## src/rtl/seq_div.sv

```systemverilog
// Multi-cycle signed integer divider: restoring algorithm, one quotient bit per clock.
// Operands are reduced to magnitudes on acceptance; signs are reapplied in a single fix-up cycle.
module seq_div #(
    parameter int WIDTH = 32
) (
    input  logic             clock_seqdiv,
    input  logic             reset_n_seqdiv,
    input  logic             start_seqdiv,
    input  logic [WIDTH-1:0] in1_seqdiv,
    input  logic [WIDTH-1:0] in2_seqdiv,
    output logic             busy_seqdiv,
    output logic             ready_seqdiv,
    output logic [WIDTH-1:0] quot_seqdiv,
    output logic [WIDTH-1:0] rem_seqdiv,
    output logic             dbz_seqdiv,
    output logic             ovf_seqdiv
);

    localparam int CNT_W = $clog2(WIDTH);
    localparam logic [CNT_W-1:0] LAST_ITER = CNT_W'(WIDTH - 1);
    localparam logic [WIDTH-1:0] MOST_NEG  = {1'b1, {(WIDTH-1){1'b0}}};

    typedef enum logic [1:0] {
        IDLE,
        RUN,
        FIX
    } state_t;

    state_t            state;
    logic [CNT_W-1:0]  iter_cnt;

    logic [WIDTH:0]    rem_acc;
    logic [WIDTH-1:0]  dvd_sh;
    logic [WIDTH-1:0]  dvs_mag;
    logic              sign_dvd;
    logic              sign_dvs;
    logic              dbz_pend;
    logic              ovf_pend;

    logic [WIDTH:0]    shifted;
    logic [WIDTH:0]    trial;
    logic              q_bit;
    logic              accept;

    // Unsigned magnitude; the most-negative value maps to 2^(WIDTH-1) exactly.
    function automatic logic [WIDTH-1:0] magnitude(input logic signed [WIDTH-1:0] v);
        logic signed [WIDTH-1:0] neg_v;
        neg_v = -v;
        return v[WIDTH-1] ? neg_v : v;
    endfunction

    function automatic logic [WIDTH-1:0] apply_sign(input logic [WIDTH-1:0] mag, input logic neg);
        return neg ? (~mag + WIDTH'(1)) : mag;
    endfunction

    assign accept  = start_seqdiv && !busy_seqdiv;
    assign shifted = {rem_acc[WIDTH-1:0], dvd_sh[WIDTH-1]};
    assign trial   = shifted - {1'b0, dvs_mag};
    // A set top bit means the shifted remainder certainly exceeds the divisor.
    assign q_bit   = rem_acc[WIDTH] | ~trial[WIDTH];

    // Operand capture and iteration datapath
    always_ff @(posedge clock_seqdiv) begin
        if (accept) begin
            dvd_sh   <= magnitude(in1_seqdiv);
            dvs_mag  <= magnitude(in2_seqdiv);
            sign_dvd <= in1_seqdiv[WIDTH-1];
            sign_dvs <= in2_seqdiv[WIDTH-1];
            rem_acc  <= '0;
            dbz_pend <= (in2_seqdiv == '0);
            ovf_pend <= (in1_seqdiv == MOST_NEG) && (&in2_seqdiv);
        end else if (state == RUN) begin
            rem_acc  <= q_bit ? trial : shifted;
            dvd_sh   <= {dvd_sh[WIDTH-2:0], q_bit};
        end
    end

    // Sequencing, sign fix-up and result registers
    always_ff @(posedge clock_seqdiv or negedge reset_n_seqdiv) begin
        if (!reset_n_seqdiv) begin
            state        <= IDLE;
            iter_cnt     <= '0;
            busy_seqdiv  <= 1'b0;
            ready_seqdiv <= 1'b0;
            quot_seqdiv  <= '0;
            rem_seqdiv   <= '0;
            dbz_seqdiv   <= 1'b0;
            ovf_seqdiv   <= 1'b0;
        end else begin
            ready_seqdiv <= 1'b0;
            case (state)
                IDLE: begin
                    if (accept) begin
                        busy_seqdiv <= 1'b1;
                        dbz_seqdiv  <= 1'b0;
                        ovf_seqdiv  <= 1'b0;
                        iter_cnt    <= '0;
                        state       <= (in2_seqdiv == '0) ? FIX : RUN;
                    end else if (ready_seqdiv) begin
                        busy_seqdiv <= 1'b0;
                    end
                end
                RUN: begin
                    iter_cnt <= iter_cnt + CNT_W'(1);
                    if (iter_cnt == LAST_ITER) begin
                        state <= FIX;
                    end
                end
                FIX: begin
                    quot_seqdiv  <= dbz_pend ? '0 : apply_sign(dvd_sh, sign_dvd ^ sign_dvs);
                    rem_seqdiv   <= apply_sign(dbz_pend ? dvd_sh : rem_acc[WIDTH-1:0], sign_dvd);
                    dbz_seqdiv   <= dbz_pend;
                    ovf_seqdiv   <= ovf_pend;
                    ready_seqdiv <= 1'b1;
                    state        <= IDLE;
                end
                default: state <= IDLE;
            endcase
        end
    end

endmodule
```

## config.mk

```make
export PLATFORM = sky130hd
export DESIGN_NAME = seq_div
export DESIGN_NICKNAME = d
export VERILOG_FILES = /design/src/rtl/seq_div.sv
export SDC_FILE = /design/constraint.sdc
export NUM_CORES = 1
export LEC_CHECK = 0
export ABC_AREA = 1
export ABC_CLOCK_PERIOD_IN_PS = 2900
export BUFFER_PORTS_ARGS = -buffer_cell sky130_fd_sc_hd__buf_2
export CORE_MARGIN = 8
export CORE_UTILIZATION = 60
export CTS_CLUSTER_DIAMETER = 120
export CTS_CLUSTER_SIZE = 30
export DETAILED_ROUTE_END_ITERATION = 8
export PLACE_DENSITY = 0.81
export SLEW_MARGIN = 10
export SYNTH_ARGS = -nofsm -noshare
export SYNTH_HDL_FRONTEND = slang
export SYNTH_SLANG_ARGS = --single-unit
export TNS_END_PERCENT = 30
```

## constraint.sdc

```tcl
create_clock -name clock_seqdiv -period 2.9 [get_ports clock_seqdiv]
set_input_delay 0.145 -clock clock_seqdiv [delete_from_list [all_inputs] [get_ports clock_seqdiv]]
set_output_delay 0.145 -clock clock_seqdiv [all_outputs]
set_load 0.01 [all_outputs]
```

# Word level (Yosys, flattened, before mapping)
# Cells that the tools add are included.
[word_totals]
ff_bits = 176
input_bits = 67
[classes]
bitwise_logic = 5
n_eq_ne = 6
add_sub_neg = 6
n_reduce_logical = 14
n_mux = 21
[ops]
columns = ["op", "count"]
rows = [
  ["$mux 32", 7],
  ["$add 32x1->32 const B", 2],
  ["$neg 32->32", 2],
  ["$not 32->32", 2],
  ["$mux 33", 1],
  ["$sub 33x32->33", 1],
  ["$eq 32x32->1 const B", 1],
  ["$logic_not 32->1", 1],
  ["$reduce_and 32->1", 1],
  ["$mux 31", 1],
  ["$pmux 5 s2", 1],
  ["$reduce_and 2->1", 4],
  ["$reduce_bool 2->1", 4],
  ["$mux 2", 3],
  ["$add 5x1->5 const B", 1],
  ["$eq 5x5->1 const B", 1],
  ["$mux 5", 1],
  ["$mux 1", 4],
  ["$pmux 1 s2", 2],
  ["$pmux 2 s2", 1],
  ["$eq 2x1->1 const B", 1],
  ["$eq 2x2->1 const B", 1],
  ["$logic_and 1x1->1", 2],
  ["$logic_not 2->1", 1],
  ["other kinds (6)", 6],
]

# Longest topological paths before layout
# Gate-level depths: netlist (run 1).
[logic_depth]
word_depth = 5
mapped_depth = 18

# Worst setup path before layout (run 1)
# Ideal clock, no wire load.
[synth_timing]
path_type = "flip-flop to flip-flop"
startpoint = "reg dvd_sh[31]"
endpoint = "reg dvd_sh[0] (data pin)"
setup_ps = 267
arrival_time_ps = 2070
path_stages_with_launch = 17
t_required_ps = 2633
path_slack_ps = 563
period_less_slack_ps = 2337
n_path_buf = 1
cell_sequence = "edfxtp_1 inv_1 ha_1 fa_1 inv_1 nand3_1 nand2_1 nand2_1 nand2_1 nand2_1 nand2_1 nand2_1 nand3_1 nand3_2 buf_6 nand2_1 o21ai_0"
[synth_via]
elab_chain_len = 5
[synth_rtl]
columns = ["element", "line_no", "source"]
rows = [
  ["from (decl)", "33", "logic [WIDTH-1:0] dvd_sh;"],
  ["from (signal assigned)", "65", "dvd_sh <= magnitude(in1_seqdiv);"],
  ["from (signal assigned)", "74", "dvd_sh <= {dvd_sh[WIDTH-2:0], q_bit};"],
  ["$sub 33x32->33", "58", "assign trial = shifted - {1'b0, dvs_mag};"],
  ["$not 1->1", "60", "assign q_bit = rem_acc[WIDTH] | ~trial[WIDTH];"],
  ["$or 1x1->1", "60", ""],
  ["$mux 32", "72", "end else if (state == RUN) begin"],
  ["$mux 32", "64", "if (accept) begin"],
]
# No other way between the ends. The select of a mux whose other input is x is not followed.
# A chain may end at the register's enable or synchronous reset.

# Worst setup path after layout (run 1)
[layout_timing]
startpoint = "reg dvd_sh[31]"
endpoint = "reg rem_acc[27]"
[layout_via]
elab_chain_len = 4
[layout_rtl]
columns = ["element", "line_no", "source"]
rows = [
  ["$sub 33x32->33 *", "58", ""],
  ["$not 1->1", "60", ""],
  ["$or 1x1->1", "60", ""],
  ["$mux 33 *", "73", "rem_acc <= q_bit ? trial : shifted;"],
  ["to (signal assigned)", "73", ""],
  ["to (decl)", "32", "logic [WIDTH:0] rem_acc;"],
]
# Mark *: on every way between the ends. The rest lies on a longest branch, timed or not.

==> flow_metrics.env, run 1 <==
export IMPL_path_max_fanout=33
export IMPL_power_frac_comb_pct=55.0
export IMPL_synth_xor_area_share_pct=5.676
export IMPL_wl_mm=38.93
export IMPL_cts_htree_levels=4
export IMPL_cts_reportedPaths_clkPinSlew_ps=70
export IMPL_cts_root_buf="clkbuf_16"
export IMPL_final_common_cell="nand2_1"
export IMPL_syn_avg_cell_area_um2=6.736
export IMPL_antenna_found_initial=0
export IMPL_crit_top_cell="nand2_1"
export IMPL_p_seq_share_pct=30.6
export IMPL_synth_compound_area_share_pct=10.29
export IMPL_synth_top_family_by_area="simple AND/OR/NAND/NOR gates"
export IMPL_synth_edf_count=68
export IMPL_min_period_ps=2659
export IMPL_start_util_pct=60.66
export IMPL_slew_violations=0
export IMPL_ys_types=53
export IMPL_cts_buffers=17
export IMPL_final_cell_mix="630 x nand2_1, 259 x inv_1, 184 x nor2_1"
export IMPL_postLayoutCellArea_mm2=0.01463
export IMPL_final_hold_violation_count=0
export IMPL_syn_inst=1947
export IMPL_rrSetupSlack_ps=240
export IMPL_grt_pass1_vias=12143
export IMPL_critPathSlowestCell="fa_1"
export IMPL_cpPeakStageDelay_ps=400
export IMPL_grt_usage_pct=28.86
export IMPL_clock_sinks=176
export IMPL_cts_buffer_depth=2
export IMPL_dp_hpwl_mm=30.30
export IMPL_crit_required_ps=3230
export IMPL_ys_seq_elements=176
export IMPL_diodes=0
export IMPL_first_iter_violations=1587
export IMPL_synthAdderAreaFrac_pct=3.873
export IMPL_drive_gt1_share_pct=12.02
export IMPL_grt_max_degree=76
export IMPL_cts_tree="built"
export IMPL_place_area_mm2=0.01404
export IMPL_syn_nets=2054
export IMPL_status="completed"
export IMPL_p_int_uw=7947
export IMPL_vias=13316
export IMPL_setup_viol_count_final=0
export IMPL_cp_end_kind="register"
export IMPL_core_mm2=0.02162
export IMPL_die_area_mm2=0.02685
export IMPL_worst_slew_pin_slew_ps=989.2
export IMPL_p_leak_uw=0.007540
export IMPL_worstHoldPathCells=2
export IMPL_skew_ps=10.73
export IMPL_yosys_warnings=0
export IMPL_pin_count=135
export IMPL_path_cells="inv_1, ha_1, fa_1, inv_1, nand3_1, nand2_1, nand2_1, nand2_1, nand2_1, nand2_1, nand2_1, nand2_1, nand2_1, nand2_2, buf_12, nand3_1, nand3_1, nand2_1"
export IMPL_maxCapViolCount=0
export IMPL_reg2reg_to="rem_acc[27]"
export IMPL_r2r_start="dvd_sh[31]"
export IMPL_stdcell_count=2360
export IMPL_vias_per_cell=5.642
export IMPL_final_setup_tns_ps=0
export IMPL_synth_ff_type="dfrtp_1"
export IMPL_wl_per_cell_um=16.50
export IMPL_ir_drop_v=0.0007820
export IMPL_dp_cells=2326
export IMPL_dr_pass1_iters=6
export IMPL_dieWidth_um=163.8
export IMPL_switching_share_pct=49.53
export IMPL_synth_simple_gate_area_share_pct=35.17
export IMPL_nets=2174
export IMPL_drtAntennaViolNets=0
export IMPL_critical_path_class="reg2reg"
export IMPL_io_buffers=134
export IMPL_place_gp_congestion=0.9751
export IMPL_hold_path_class="in2reg"
export IMPL_async_flop_share_pct=42.61
export IMPL_synthToLayoutAreaGrowth_pct=11.58
export IMPL_cts_setup_buffers=0
export IMPL_max_freq_mhz=376.1
export IMPL_drc=0
export IMPL_overflow=0
export IMPL_maxSlewHeadroom_pct=34.05
export IMPL_power_density_mw_per_mm2=1076
export IMPL_fin_ws_ps=241.5
export IMPL_cp_arrival_ps=2990
export IMPL_rsz0062_at_grt="false"
export IMPL_grt_pass1_wl_mm=61.85
export IMPL_fin_crit_sh_pct=91.67
export IMPL_min_from="in2_seqdiv[24]"
export IMPL_synth_seq_area_share_pct=34.92
export IMPL_switchingPower_uw=7798
export IMPL_synthesis_area_mm2=0.01312
export IMPL_r2r_cells=18
export IMPL_hold_end="dvs_mag[24]"
export IMPL_muxShareOfSynthArea_pct=0
export IMPL_pre_cts_ws_ps=266.5
export IMPL_p_clk_share_pct=14.4
export IMPL_rows=54
export IMPL_startpoint_type="register"
export IMPL_worstSkewPairLatency_ps=440
export IMPL_die_y_um=163.8
[worst max-delay path by stage]
stage | startpoint | to | cells after the start
final | dvd_sh[31] | rem_acc[27] | 18
after global routing | dvd_sh[31] | rem_acc[25] | 18
after CTS | dvd_sh[31] | rem_acc[24] | 17
after detailed placement | dvd_sh[31] | rem_acc[14] | 17
after global placement | dvd_sh[31] | rem_acc[25] | 17
after floorplan | dvd_sh[31] | dvd_sh[0] | 16
[timing repair]
action,CTS,global route
endpoints found under the setup margin,0,23
resized for setup,0,1
hold buffers,2,0
hold endpoints to repair,76,0
[layer usage]
layer,part of all wire (%),GRT usage [%]
met1,43,40.64
met2,45,44.97
met3,8.9,3.459
met4,3.1,10.50
met5,0,0
[cell usage after synthesis, types with 5 or more instances]
library cell,instances,share of area [%]
a21oi_1,54,2.1
buf_2,6,0.23
buf_4,5,0.29
buf_6,9,0.77
clkbuf_1,35,1.0
dfrtp_1,75,14
dfxtp_1,33,5.0
edfxtp_1,68,16
ha_1,39,3.7
inv_1,260,7.4
nand2_1,630,18
nand2_2,9,0.43
nand3_1,160,6.1
nand3b_1,17,0.97
nand4_1,17,0.81
nor2_1,185,5.3
nor2_2,8,0.38
nor3_1,26,0.99
nor4_1,7,0.33
o21ai_0,115,4.4
o21ai_1,23,0.88
o21ai_2,14,0.93
or2_2,8,0.38
xnor2_1,24,1.6
xor2_1,61,4.1
[sequential cells by signal (all words and copies together) (netlist names), 2 cells and up]
register / flops
rem_acc: 33
dvd_sh: 32
dvs_mag: 32
rem_seqdiv: 32
state: 2
quot_seqdiv: 32
iter_cnt: 5
[critical path: cells and delay by family, from the launching register on]
| kind | cells | cell delay (ps) |
|---|---|---|
| DFF | 1 | 360 |
| and+or+nand+nor | 13 | 1210 |
| buffers and inverters | 3 | 360 |
| adders and majority gates | 2 | 630 |
[metrics by stage]
stage | total power (uW) | hold slack [ps] | utilization, %
2_1_floorplan | 10600 | -150.6 | -
3_3_place_gp | 13040 | 348.0 | 64.94
3_5_place_dp | 13320 | 359.4 | 64.94
4_1_cts | 15620 | 29.40 | 67.65
5_1_grt | 16960 | 55.40 | 67.69
6_report | 15740 | 43.21 | 67.69
[layout make-up]
class,instances,area (um^2)
Sequential cell,176,4579
Fill cell,1880,6987
Multi-Input combinational cell,1447,7224
Timing Repair Buffer,159,915.9
Clock inverter,15,140.1
Clock buffer,17,425.4
Inverter,266,998.5
Tap cell,280,350.3
[kinds of logic after synthesis]
| group | Yosys count |
|---|---|
| buffers and inverters | 324 |
| and+or+nand+nor | 1084 |
| AOI/OAI and AO/OA | 238 |
| adders and majority gates | 40 |
| xor gates and xnor gates | 85 |
| DFF | 176 |
[power by group through the flow]
stage | registers (uW) | clock network, uW | logic [uW]
CTS | 4780 | 2280 | 8560
global placement | 4780 | 0 | 8260
global route | 4910 | 2380 | 9680
floorplan | 4690 | 0 | 5910
finish | 4820 | 2270 | 8660
detailed placement | 4820 | 0 | 8500
(Power assumes the default switching activity.)
==> inputs of run 2 (changes only) <==
--- a/config.mk
+++ b/config.mk
@@ -7,6 +7,7 @@
 export LEC_CHECK = 0
 export ABC_AREA = 1
-export ABC_CLOCK_PERIOD_IN_PS = 2900
+export ABC_CLOCK_PERIOD_IN_PS = 3100
 export BUFFER_PORTS_ARGS = -buffer_cell sky130_fd_sc_hd__buf_2
+export CAP_MARGIN = 20
 export CORE_MARGIN = 8
 export CORE_UTILIZATION = 60
==> constraint.sdc (replaced) <==
create_clock -name clock_seqdiv -period 3.1 [get_ports clock_seqdiv]
set_input_delay 0.31 -clock clock_seqdiv [delete_from_list [all_inputs] [get_ports clock_seqdiv]]
set_output_delay 0.31 -clock clock_seqdiv [all_outputs]
set_load 0.01 [all_outputs]
==> run 2 against run 1 <==
Via count down 1.4%; register-to-register slack hardly changed; wire length is 2.1% lower; largest cell class unchanged; largest power group unchanged; maximum frequency decreased by 6.9%; cell area shrank 0.59%; highest routed layer unchanged.
==> flow_metrics.env, run 2 (synthesized netlist as in run 1, its figures left out) <==
export IMPL_vias_per_cell=5.581
export IMPL_dp_cells=2321
export IMPL_drc=0
export IMPL_crit_required_ps=3430
export IMPL_fillers=1953
export IMPL_hold_slack_ps=29.52
export IMPL_path_cells="inv_1, ha_1, fa_1, inv_1, nand3_1, nand2_1, nand2_1, nand2_1, nand2_1, nand2_1, nand2_1, nand2_1, nand2_1, nand2_4, nand3_1, nand3_1, nand2_1"
export IMPL_maxSlewHeadroom_pct=34.98
export IMPL_setup_viol_count_final=0
export IMPL_start_util_pct=60.66
export IMPL_status="completed"
export IMPL_overflow=0
export IMPL_hold_path_class="in2async"
export IMPL_cts_tree="built"
export IMPL_grt_usage_pct=28.32
export IMPL_cp_arrival_ps=3190
export IMPL_largest_reg_flops=33
export IMPL_maxCapViolCount=0
export IMPL_dieWidth_um=163.8
export IMPL_seq_area_mm2=0.004579
export IMPL_io_buffers=134
export IMPL_fin_crit_sh_pct=92.15
export IMPL_final_setup_tns_ps=0
export IMPL_clock_sinks=176
export IMPL_postLayoutCellArea_mm2=0.01455
export IMPL_path_buf_inv=2
export IMPL_cts_resized=0
export IMPL_final_common_cell="nand2_1"
export IMPL_ir_drop_v=0.0005857
export IMPL_antenna_found_initial=0
export IMPL_p_leak_uw=0.007484
export IMPL_critPathSlowestCell="fa_1"
export IMPL_wl_mm=38.13
export IMPL_power_density_mw_per_mm2=997.0
export IMPL_cts_reportedPaths_clkPinSlew_ps=70
export IMPL_grt_max_degree=82
export IMPL_regMostFlops="rem_acc"
export IMPL_rsz0062_at_grt="false"
export IMPL_diodes=0
export IMPL_first_iter_violations=1570
export IMPL_wl_per_cell_um=16.21
export IMPL_slew_violations=0
export IMPL_max_freq_mhz=350.0
export IMPL_final_cell_mix="630 x nand2_1, 259 x inv_1, 184 x nor2_1"
export IMPL_rows=54
export IMPL_core_mm2=0.02162
export IMPL_rrSetupSlack_ps=240
export IMPL_place_gp_congestion=0.9660
export IMPL_die_area_mm2=0.02685
export IMPL_worst_slew_pin_slew_ps=975.3
export IMPL_synthToLayoutAreaGrowth_pct=10.92
export IMPL_cts_buffers=17
export IMPL_cts_htree_levels=4
export IMPL_final_hold_violation_count=0
export IMPL_critical_path_class="reg2reg"
export IMPL_dp_hpwl_mm=29.64
export IMPL_cts_root_buf="clkbuf_16"
export IMPL_grt_pass1_vias=11872
export IMPL_cts_setup_buffers=0
export IMPL_stdcell_count=2353
export IMPL_min_period_ps=2857
export IMPL_skew_ps=8.996
export IMPL_dr_pass1_iters=7
export IMPL_cp_end_kind="register"
export IMPL_cpPeakStageDelay_ps=400
export IMPL_crit_top_cell="nand2_1"
export IMPL_die_y_um=163.8
export IMPL_vias=13133
export IMPL_place_area_mm2=0.01398
export IMPL_holdBufCountCts=0
export IMPL_path_delay_family="simple AND/OR/NAND/NOR gates"
export IMPL_grt_pass1_wl_mm=60.75
export IMPL_worstSkewPairLatency_ps=440
export IMPL_startpoint_type="register"
export IMPL_nets=2167
export IMPL_multi_input_area_mm2=0.007229
export IMPL_pin_count=135
export IMPL_drive_gt1_share_pct=11.72
export IMPL_path_max_fanout=33
export IMPL_cts_buffer_depth=2
export IMPL_drtAntennaViolNets=0
==> run 2: worst paths after layout <==
kind,cells after the start,endpoint,start
min in group clock_seqdiv,1,dvs_mag[0],in2_seqdiv[0]
max in group asynchronous,1,quot_seqdiv[25],reset_n_seqdiv
setup reg to reg,17,rem_acc[2],dvd_sh[31]
hold / removal,1,rem_seqdiv[12],reset_n_seqdiv
hold reg to reg,2,rem_seqdiv[24],rem_seqdiv[24]
setup / recovery,17,rem_acc[2],dvd_sh[31]
==> run 2: worst reg2reg max path, cell delays in order, from the launching register on <==
cell and delay, ps:
edfxtp_1 370, inv_1 90, ha_1 240, fa_1 410
inv_1 70, nand3_1 60, nand2_1 130, nand2_1 60
nand2_1 130, nand2_1 100, nand2_1 140, nand2_1 110
nand2_1 100, nand2_1 100, nand2_4 310, nand3_1 160
nand3_1 120, nand2_1 60
==> run 2: through the flow <==
| step | util, % | total power, uW | worst slack [ps] |
|---|---|---|---|
| final | 67.29 | 14500 | 243.2 |
| after global routing | 67.29 | 15610 | 61.48 |
| after CTS | 67.23 | 14390 | 105.3 |
| after detailed placement | 64.65 | 12280 | 214.6 |
| after global placement | 64.65 | 12060 | 394.7 |
| after floorplan | - | 9918 | 762.7 |
==> run 2: power by group <==
group | switching, uW | internal, uW
Combinational | 5200 | 2690
Sequential | 960 | 3570
Clock | 1020 | 1060
Total | 7180 | 7320
==> run 2: layer usage <==
metal | wire length [um] | GRT usage [%] | vias up
met4 | 1315 | 10.25 | 0
met2 | 16790 | 43.88 | 646
li1 | - | - | 6454
met5 | 0 | 0 | -
met3 | 3406 | 4.110 | 80
met1 | 16620 | 39.65 | 5953
==> run 2: final cells by class <==
type                       instances  area share [%]
clock buffer                      19           2.976
clock inverter                    13          0.8515
inverter                         266           6.863
multi-input combinational       1447           49.69
sequential                       176           31.48
tap                              280           2.408
timing repair buffer             152           5.728
